===== src/rtl/alu_share_ctrl_if.sv =====
// Requester-side port of the shared ALU controller: request channel plus
// valid/ready response channel carrying result, zero flag and illegal-op flag.
interface alu_share_ctrl_if;
  logic        req_valid;
  logic        req_ready;
  logic [5:0]  oprn;
  logic [31:0] op1;
  logic [31:0] op2;
  logic        rsp_valid;
  logic        rsp_ready;
  logic [31:0] rsp_data;
  logic        rsp_zero;
  logic        rsp_err;

  modport master (
    output req_valid, oprn, op1, op2, rsp_ready,
    input  req_ready, rsp_valid, rsp_data, rsp_zero, rsp_err
  );

  modport slave (
    input  req_valid, oprn, op1, op2, rsp_ready,
    output req_ready, rsp_valid, rsp_data, rsp_zero, rsp_err
  );
endinterface


===== src/rtl/alu_share_ctrl.sv =====
// Round-robin sharing of one combinational ALU between requesters A (index 0)
// and B (index 1); operands are held on the ALU for a fixed settle time.
module alu_share_ctrl #(
  parameter int ALU_WAIT = 1,
  parameter int MUL_WAIT = 4
) (
  input  logic                clk,
  input  logic                rst_n,
  alu_share_ctrl_if.slave     a,
  alu_share_ctrl_if.slave     b,
  output logic [5:0]          alu_oprn,
  output logic [31:0]         alu_op1,
  output logic [31:0]         alu_op2,
  input  logic [31:0]         alu_out,
  input  logic                alu_zero
);
  localparam int         NUM_REQ = 2;
  localparam logic [5:0] OP_MUL  = 6'h3;
  localparam logic [3:0] ALU_CNT = 4'(ALU_WAIT - 1);
  localparam logic [3:0] MUL_CNT = 4'(MUL_WAIT - 1);

  typedef enum logic [1:0] {IDLE, EXEC, RESP} state_t;

  state_t state_q, state_d;

  logic [NUM_REQ-1:0]       req_valid, rsp_ready, gnt;
  logic [NUM_REQ-1:0][5:0]  oprn;
  logic [NUM_REQ-1:0][31:0] op1, op2;
  logic [NUM_REQ-1:0]       rsp_valid_q, rsp_zero_q, rsp_err_q;
  logic [NUM_REQ-1:0][31:0] rsp_data_q;

  logic       owner_q, last_gnt_q, sel, sel_legal;
  logic [3:0] cnt_q;

  assign req_valid = {b.req_valid, a.req_valid};
  assign rsp_ready = {b.rsp_ready, a.rsp_ready};
  assign oprn      = {b.oprn, a.oprn};
  assign op1       = {b.op1, a.op1};
  assign op2       = {b.op2, a.op2};

  assign a.req_ready = gnt[0];
  assign a.rsp_valid = rsp_valid_q[0];
  assign a.rsp_data  = rsp_data_q[0];
  assign a.rsp_zero  = rsp_zero_q[0];
  assign a.rsp_err   = rsp_err_q[0];
  assign b.req_ready = gnt[1];
  assign b.rsp_valid = rsp_valid_q[1];
  assign b.rsp_data  = rsp_data_q[1];
  assign b.rsp_zero  = rsp_zero_q[1];
  assign b.rsp_err   = rsp_err_q[1];

  // A wins unless only B is valid or A was granted last.
  assign sel       = (req_valid[0] && (!req_valid[1] || last_gnt_q)) ? 1'b0 : 1'b1;
  assign sel_legal = (oprn[sel] != 6'h0) && (oprn[sel] <= 6'h9);

  always_comb begin
    state_d = state_q;
    gnt     = '0;
    case (state_q)
      IDLE: if (rst_n && |req_valid) begin
        gnt[sel] = 1'b1;
        state_d  = sel_legal ? EXEC : RESP;
      end
      EXEC: if (cnt_q == 4'd0) state_d = RESP;
      RESP: if (rsp_ready[owner_q]) state_d = IDLE;
      default: state_d = IDLE;
    endcase
  end

  always_ff @(posedge clk or negedge rst_n) begin
    if (!rst_n) begin
      state_q     <= IDLE;
      owner_q     <= 1'b0;
      last_gnt_q  <= 1'b1;
      cnt_q       <= '0;
      alu_oprn    <= '0;
      alu_op1     <= '0;
      alu_op2     <= '0;
      rsp_valid_q <= '0;
      rsp_zero_q  <= '0;
      rsp_err_q   <= '0;
      rsp_data_q  <= '0;
    end else begin
      state_q <= state_d;
      case (state_q)
        IDLE: if (|gnt) begin
          owner_q    <= sel;
          last_gnt_q <= sel;
          cnt_q      <= (oprn[sel] == OP_MUL) ? MUL_CNT : ALU_CNT;
          if (sel_legal) begin
            alu_oprn <= oprn[sel];
            alu_op1  <= op1[sel];
            alu_op2  <= op2[sel];
          end else begin
            // Illegal opcodes never reach the ALU; answer immediately.
            rsp_data_q[sel]  <= '0;
            rsp_zero_q[sel]  <= 1'b1;
            rsp_err_q[sel]   <= 1'b1;
            rsp_valid_q[sel] <= 1'b1;
          end
        end
        EXEC: if (cnt_q != 4'd0) begin
          cnt_q <= cnt_q - 4'd1;
        end else begin
          rsp_data_q[owner_q]  <= alu_out;
          rsp_zero_q[owner_q]  <= alu_zero;
          rsp_err_q[owner_q]   <= 1'b0;
          rsp_valid_q[owner_q] <= 1'b1;
          alu_oprn             <= '0;
          alu_op1              <= '0;
          alu_op2              <= '0;
        end
        RESP: if (rsp_ready[owner_q]) rsp_valid_q[owner_q] <= 1'b0;
        default: ;
      endcase
    end
  end
endmodule


===== src/flat_wrapper.sv =====
// flat-port wrapper written by rule: the top's interface ports become plain ports
module alu_share_ctrl_flat 
#(
  parameter int ALU_WAIT = 1,
  parameter int MUL_WAIT = 4
)
  (clk, rst_n, alu_oprn, alu_op1, alu_op2, alu_out, alu_zero, a_req_valid, a_oprn, a_op1, a_op2, a_rsp_ready, a_req_ready, a_rsp_valid, a_rsp_data, a_rsp_zero, a_rsp_err, b_req_valid, b_oprn, b_op1, b_op2, b_rsp_ready, b_req_ready, b_rsp_valid, b_rsp_data, b_rsp_zero, b_rsp_err);
  alu_share_ctrl_if a_i ();
  alu_share_ctrl_if b_i ();
  input  logic clk;
  input  logic rst_n;
  output logic [5:0] alu_oprn;
  output logic [31:0] alu_op1;
  output logic [31:0] alu_op2;
  input  logic [31:0] alu_out;
  input  logic alu_zero;
  input wire logic [$bits(a_i.req_valid)-1:0] a_req_valid;
  input wire logic [$bits(a_i.oprn)-1:0] a_oprn;
  input wire logic [$bits(a_i.op1)-1:0] a_op1;
  input wire logic [$bits(a_i.op2)-1:0] a_op2;
  input wire logic [$bits(a_i.rsp_ready)-1:0] a_rsp_ready;
  output wire logic [$bits(a_i.req_ready)-1:0] a_req_ready;
  output wire logic [$bits(a_i.rsp_valid)-1:0] a_rsp_valid;
  output wire logic [$bits(a_i.rsp_data)-1:0] a_rsp_data;
  output wire logic [$bits(a_i.rsp_zero)-1:0] a_rsp_zero;
  output wire logic [$bits(a_i.rsp_err)-1:0] a_rsp_err;
  input wire logic [$bits(b_i.req_valid)-1:0] b_req_valid;
  input wire logic [$bits(b_i.oprn)-1:0] b_oprn;
  input wire logic [$bits(b_i.op1)-1:0] b_op1;
  input wire logic [$bits(b_i.op2)-1:0] b_op2;
  input wire logic [$bits(b_i.rsp_ready)-1:0] b_rsp_ready;
  output wire logic [$bits(b_i.req_ready)-1:0] b_req_ready;
  output wire logic [$bits(b_i.rsp_valid)-1:0] b_rsp_valid;
  output wire logic [$bits(b_i.rsp_data)-1:0] b_rsp_data;
  output wire logic [$bits(b_i.rsp_zero)-1:0] b_rsp_zero;
  output wire logic [$bits(b_i.rsp_err)-1:0] b_rsp_err;
  assign a_i.req_valid = a_req_valid;
  assign a_i.oprn = a_oprn;
  assign a_i.op1 = a_op1;
  assign a_i.op2 = a_op2;
  assign a_i.rsp_ready = a_rsp_ready;
  assign a_req_ready = a_i.req_ready;
  assign a_rsp_valid = a_i.rsp_valid;
  assign a_rsp_data = a_i.rsp_data;
  assign a_rsp_zero = a_i.rsp_zero;
  assign a_rsp_err = a_i.rsp_err;
  assign b_i.req_valid = b_req_valid;
  assign b_i.oprn = b_oprn;
  assign b_i.op1 = b_op1;
  assign b_i.op2 = b_op2;
  assign b_i.rsp_ready = b_rsp_ready;
  assign b_req_ready = b_i.req_ready;
  assign b_rsp_valid = b_i.rsp_valid;
  assign b_rsp_data = b_i.rsp_data;
  assign b_rsp_zero = b_i.rsp_zero;
  assign b_rsp_err = b_i.rsp_err;
  alu_share_ctrl #(.ALU_WAIT(ALU_WAIT), .MUL_WAIT(MUL_WAIT)) u_core (.clk(clk), .rst_n(rst_n), .a(a_i), .b(b_i), .alu_oprn(alu_oprn), .alu_op1(alu_op1), .alu_op2(alu_op2), .alu_out(alu_out), .alu_zero(alu_zero));
endmodule

===== config.mk =====
export PLATFORM = sky130hd
export DESIGN_NAME = alu_share_ctrl_flat
export DESIGN_NICKNAME = d
export VERILOG_FILES = /design/src/rtl/alu_share_ctrl_if.sv /design/src/rtl/alu_share_ctrl.sv /design/src/flat_wrapper.sv
export SDC_FILE = /design/constraint.sdc
export NUM_CORES = 1
export LEC_CHECK = 0
export BUFFER_PORTS_ARGS = -buffer_cell sky130_fd_sc_hd__buf_2
export CORE_ASPECT_RATIO = 0.6
export CORE_MARGIN = 2
export CORE_UTILIZATION = 49
export CTS_CLUSTER_DIAMETER = 30
export DETAILED_ROUTE_END_ITERATION = 12
export GPL_ROUTABILITY_DRIVEN = 0
export HOLD_SLACK_MARGIN = 0.15
export PLACE_DENSITY = 0.85
export SKIP_CTS_REPAIR_TIMING = 1
export SYNTH_ARGS = -nofsm -noshare
export SYNTH_HDL_FRONTEND = slang
export SYNTH_SLANG_ARGS = --single-unit

===== constraint.sdc =====
create_clock -name clk -period 3.8 [get_ports clk]
set_input_delay 0.95 -clock clk [delete_from_list [all_inputs] [get_ports clk]]
set_output_delay 0.95 -clock clk [all_outputs]
set_load 0.01 [all_outputs]

==> impl.org <==
** Outcome
- Status :: completed

** Synthesis
- After synthesis, the netlist uses 42 different library cells.
- Cells taking the most area after synthesis :: dfrtp_1 (58%), mux2i_1 (11%), a22o_1 (9.1%)
- Combined area of all synthesized cells :: about 0.0063 sq mm
- For this run, the number of Yosys warnings is 0.
- Of all flip-flops after synthesis, the portion carrying an async set or reset was between 90% and 100%.
- Counting every net in the synthesized netlist gives 652.
- EDFF count, synth :: 0
- After synthesis, flip-flops and latches occupy 58.4% of the total area.
- The synthesized design contains roughly 150 register bits.
- Dividing the synthesized area by the synthesized cell count gives 13.5 sq um.
- After synthesis, the most frequently instantiated cells are dfrtp_1 (147), mux2i_1 (67), a22o_1 (66).
- By instance count, the leading cell after synthesis is dfrtp_1.
- Cells after synthesis :: 471
- The top cell type by area accounts for approximately three fifths of the synthesized area.
- Top_reg_cell synth :: dfrtp_1
- The largest total area in the synthesized netlist belongs to dfrtp_1.

** Floorplanning
- 321 I/O pins were placed.
- Horiz. Die Dim :: 151 um
- The initialized floorplan defines 32 standard-cell rows.
- Die outline area :: 0.0139 sq mm
- Once the floorplan was initialized, standard cells occupied 49.8% of the core.
- The floorplan step defined a core boundary enclosing approximately 0.013 sq mm.
- Die height :: 92.1 um

** Global route
- Global Route Usage Sum :: between 20% and 30%
- The initial antenna violation count is 1.
- Entering global routing, the biggest net connects 86 pins.
- The via count of the first global-routing pass came to 5594.
- For this run the aggregate overflow at the end of global routing stands at 0.
- The first global-routing pass estimated just under 30 mm of wire.

** Pwr
- The design draws ~0.006 W.
- Power per cell area :: 676 mW/mm^2
- Cell internal power was estimated by the tool at 0.00384 W.
- Reg power frac :: 40.5%
- The clock network is responsible for between 20 and 30% of the overall power.
- Switching power as a share of total power :: about 34%
- Of the total power, combinational logic draws 31.8%.
- For this design the static power due to leakage is 4.80 nW.
- Maximum vdd drop :: 355 uV
- The analysis attributes to net switching a power of 0.00200 W.

** Timing
- Final Hold Violating Endpoints :: 0
- Setup repair after global routing left no endpoint under its margin.
- Least-Margin Pin Slew :: 1.05 ns
- Setup total negative slack on the finished layout was measured at 0 ns.
- Number of setup violations in the final report :: 0
- Across the routed clock network, the largest skew measured is between 0.015 and 0.02 ns.
- The worst path uses approximately four fifths of the clock period.
- Derived from the worst setup path, the maximum achievable clock frequency is between 300 and 400 MHz.
- The number of pins exceeding their max-slew limit in the final report is 0.
- Final critical path time including I/O delays and setup :: approximately 3.0 ns
- Slew HR :: 29.7%

** Detailed routing
- Once detail routing completed, the nets flagged for antenna violations numbered 0.
- In the routed design, unresolved DRC markers number 0.
- Wire length per cell :: 19.3 um
- Number of vias after detailed routing :: between 5000 and 6000
- Sum of routed wire length over all layers :: 18.6 mm
- Using the TritonRoute via totals, the vias-per-cell ratio works out to 5.62.
- Number of optimization iterations in the first detailed-route pass :: 5
- Number of violations reported at the end of detailed-routing iteration 0 :: 368

** CTS
- In this run the number of H-tree levels came out at 4.
- Clock tree synthesis inserted a total of 17 buffers.
- Clock network latency to the later pin of the worst-skew pair :: 0.41 ns
- Clock transition at the registers of the reported paths :: 0.06 ns
- CTS saw 148 sinks.
- TritonCTS built the clock tree.
- Master cell of the clock root buffer :: clkbuf_16
- No sink is reached through more buffers than the 2 on the longest clock path.

** Place
- IO buf count :: 320
- After legalization and detailed placement, the total HPWL measured 13.6 mm.

** Critical path
- Logic depth of the worst register-to-register path :: 8
- Capture instance of the worst register-to-register path :: u_core.alu_oprn[5]
- The setup check on the worst reg-to-reg path leaves a slack of 1.30 ns.
- List of cells traversed by the critical path :: buf_2 -> o21ai_0 -> nor2_1 -> nand2_1 -> inv_1 -> buf_2
- Data arrives at the worst endpoint at 2.05 ns.
- Critical Setup Path Class :: in -> out
- In this run the worst path has a maximum fanout of 6.
- Worst r2r src :: u_core.cnt_q[0]
- Cell with the largest stage delay on the worst path :: o21ai_0
- In this design, the stage delay of the slowest critical-path cell is 0.43 ns.
- Data on the critical path is required at its endpoint by 2.85 ns.
- Endpoint class of the critical path :: primary output
- Most common cell type on the critical path :: buf_2
- Critical path startpoint category :: primary input

** Hold path
- Worst hold-check path type :: reg -> reg
- The worst hold path terminates at u_core.alu_op1[2].
- Worst Min Path Start :: u_core.alu_op1[2]
- Along the worst hold path, the cell count comes to 1.

** Finish
- Of the cells placed in the final design, the portion with a size suffix greater than 1 is 48.2%.
- Number of nets in the layout :: 965
- After filler insertion, the fill cell instance count of the layout stands at 960.
- From synthesis to final layout, the design area changed by 36.3%.

** Run
- Total of max-cap violations :: 0
cells by family (layout without fill, tap and decap cells):
family | after synthesis | after routing | share of synthesized area [%]
buffers and inverters | 42 | 368 | 3.45
AO/OA/AOI/OAI | 153 | 153 | 21.6
other | 0 | 1 | 0
multiplexers | 70 | 70 | 11.3
adder cells (fa/ha/maj) | 2 | 2 | 0.395
AND/OR/NAND/NOR | 54 | 54 | 4.52
XOR/XNOR | 2 | 2 | 0.276
flip-flops | 148 | 148 | 58.4
flip-flops by register name, indices dropped and copies added, names as in the netlist, 4 cells and up:
register	cells
u_core.alu_op2	32
u_core.a.rsp_data	32
u_core.alu_oprn	6
u_core.cnt_q	4
u_core.b.rsp_data	32
u_core.alu_op1	32
metrics by stage:
stage                     setup slack [ns]  cell area (sq um)  utilization, %  instances  hold slack, ns
final                                0.802               8640            67.9        968           0.486
after detailed placement             0.861               8070            63.4        935           0.469
after global placement               0.933               8070            63.4        935           0.466
after floorplan                       1.16               6340               -        471           0.476
after CTS                            0.847               8640            67.8        967           0.487
after global routing                 0.767               8640            67.9        968           0.503
per-layer routing:
metal  part of all wire (%)  GRT usage [%]  up-vias  routed length [um]
met5                      0              0        -                   0
met4                    1.6           8.33        0                 298
met3                    6.9           5.37       34                1290
met2                     51           45.1      261                9510
met1                     40           34.5     2722                7540
li1                       -              -     2427                   -
cell type report:
type                            instances  area, sq um  area share [%]
Antenna cell                            1         2.50          0.0290
Tap cell                              170          213            2.46
Multi-Input combinational cell        281         2430            28.1
Timing Repair Buffer                  330         1700            19.6
Clock buffer                           18          429            4.97
Sequential cell                       148         3700            42.9
Inverter                                6         22.5           0.261
Clock inverter                         14          141            1.64
power by group through the flow:
stage               sequential [W]  combinational [W]  clock [W]
finish                     0.00237            0.00186    0.00162
floorplan                  0.00254           0.000864          0
global placement           0.00235            0.00180          0
global route               0.00242            0.00200    0.00172
CTS                        0.00236            0.00187    0.00165
detailed placement         0.00237            0.00187          0
placed cells by master (no fill, tap or decap), types with 2 or more instances in the layout:
master,n
clkbuf_16,17
mux2_2,2
inv_8,2
dfrtp_1,147
clkinvlp_4,3
nor3_1,2
ha_1,2
nand2_1,12
inv_6,6
inv_1,6
or4_1,2
nor2_1,14
buf_4,9
nand2b_1,5
o22a_1,2
o2bb2ai_2,10
nand4_1,2
mux2i_1,67
a21oi_1,4
buf_2,319
and2_1,4
o21ai_0,6
o2bb2ai_1,58
a22o_1,66
and3_1,2
worst max path at each step:
stage	slack (ns)	start	cells after the start	to
3_5_place_dp	0.86	a_req_valid	6	a_req_ready
6_report	0.80	a_req_valid	6	a_req_ready
3_3_place_gp	0.93	a_req_valid	6	a_req_ready
5_1_grt	0.77	a_req_valid	6	a_req_ready
2_1_floorplan	1.16	b_req_valid	4	b_req_ready
4_1_cts	0.85	a_req_valid	6	a_req_ready
worst max-delay path: cells and delay by family:
| kind | cells | cell delay, ns |
|---|---|---|
| buffers and inverters | 3 | 0.34 |
| and+or+nand+nor | 2 | 0.34 |
| AOI/OAI and AO/OA | 1 | 0.43 |
Power figures use the tool's default switching activity.
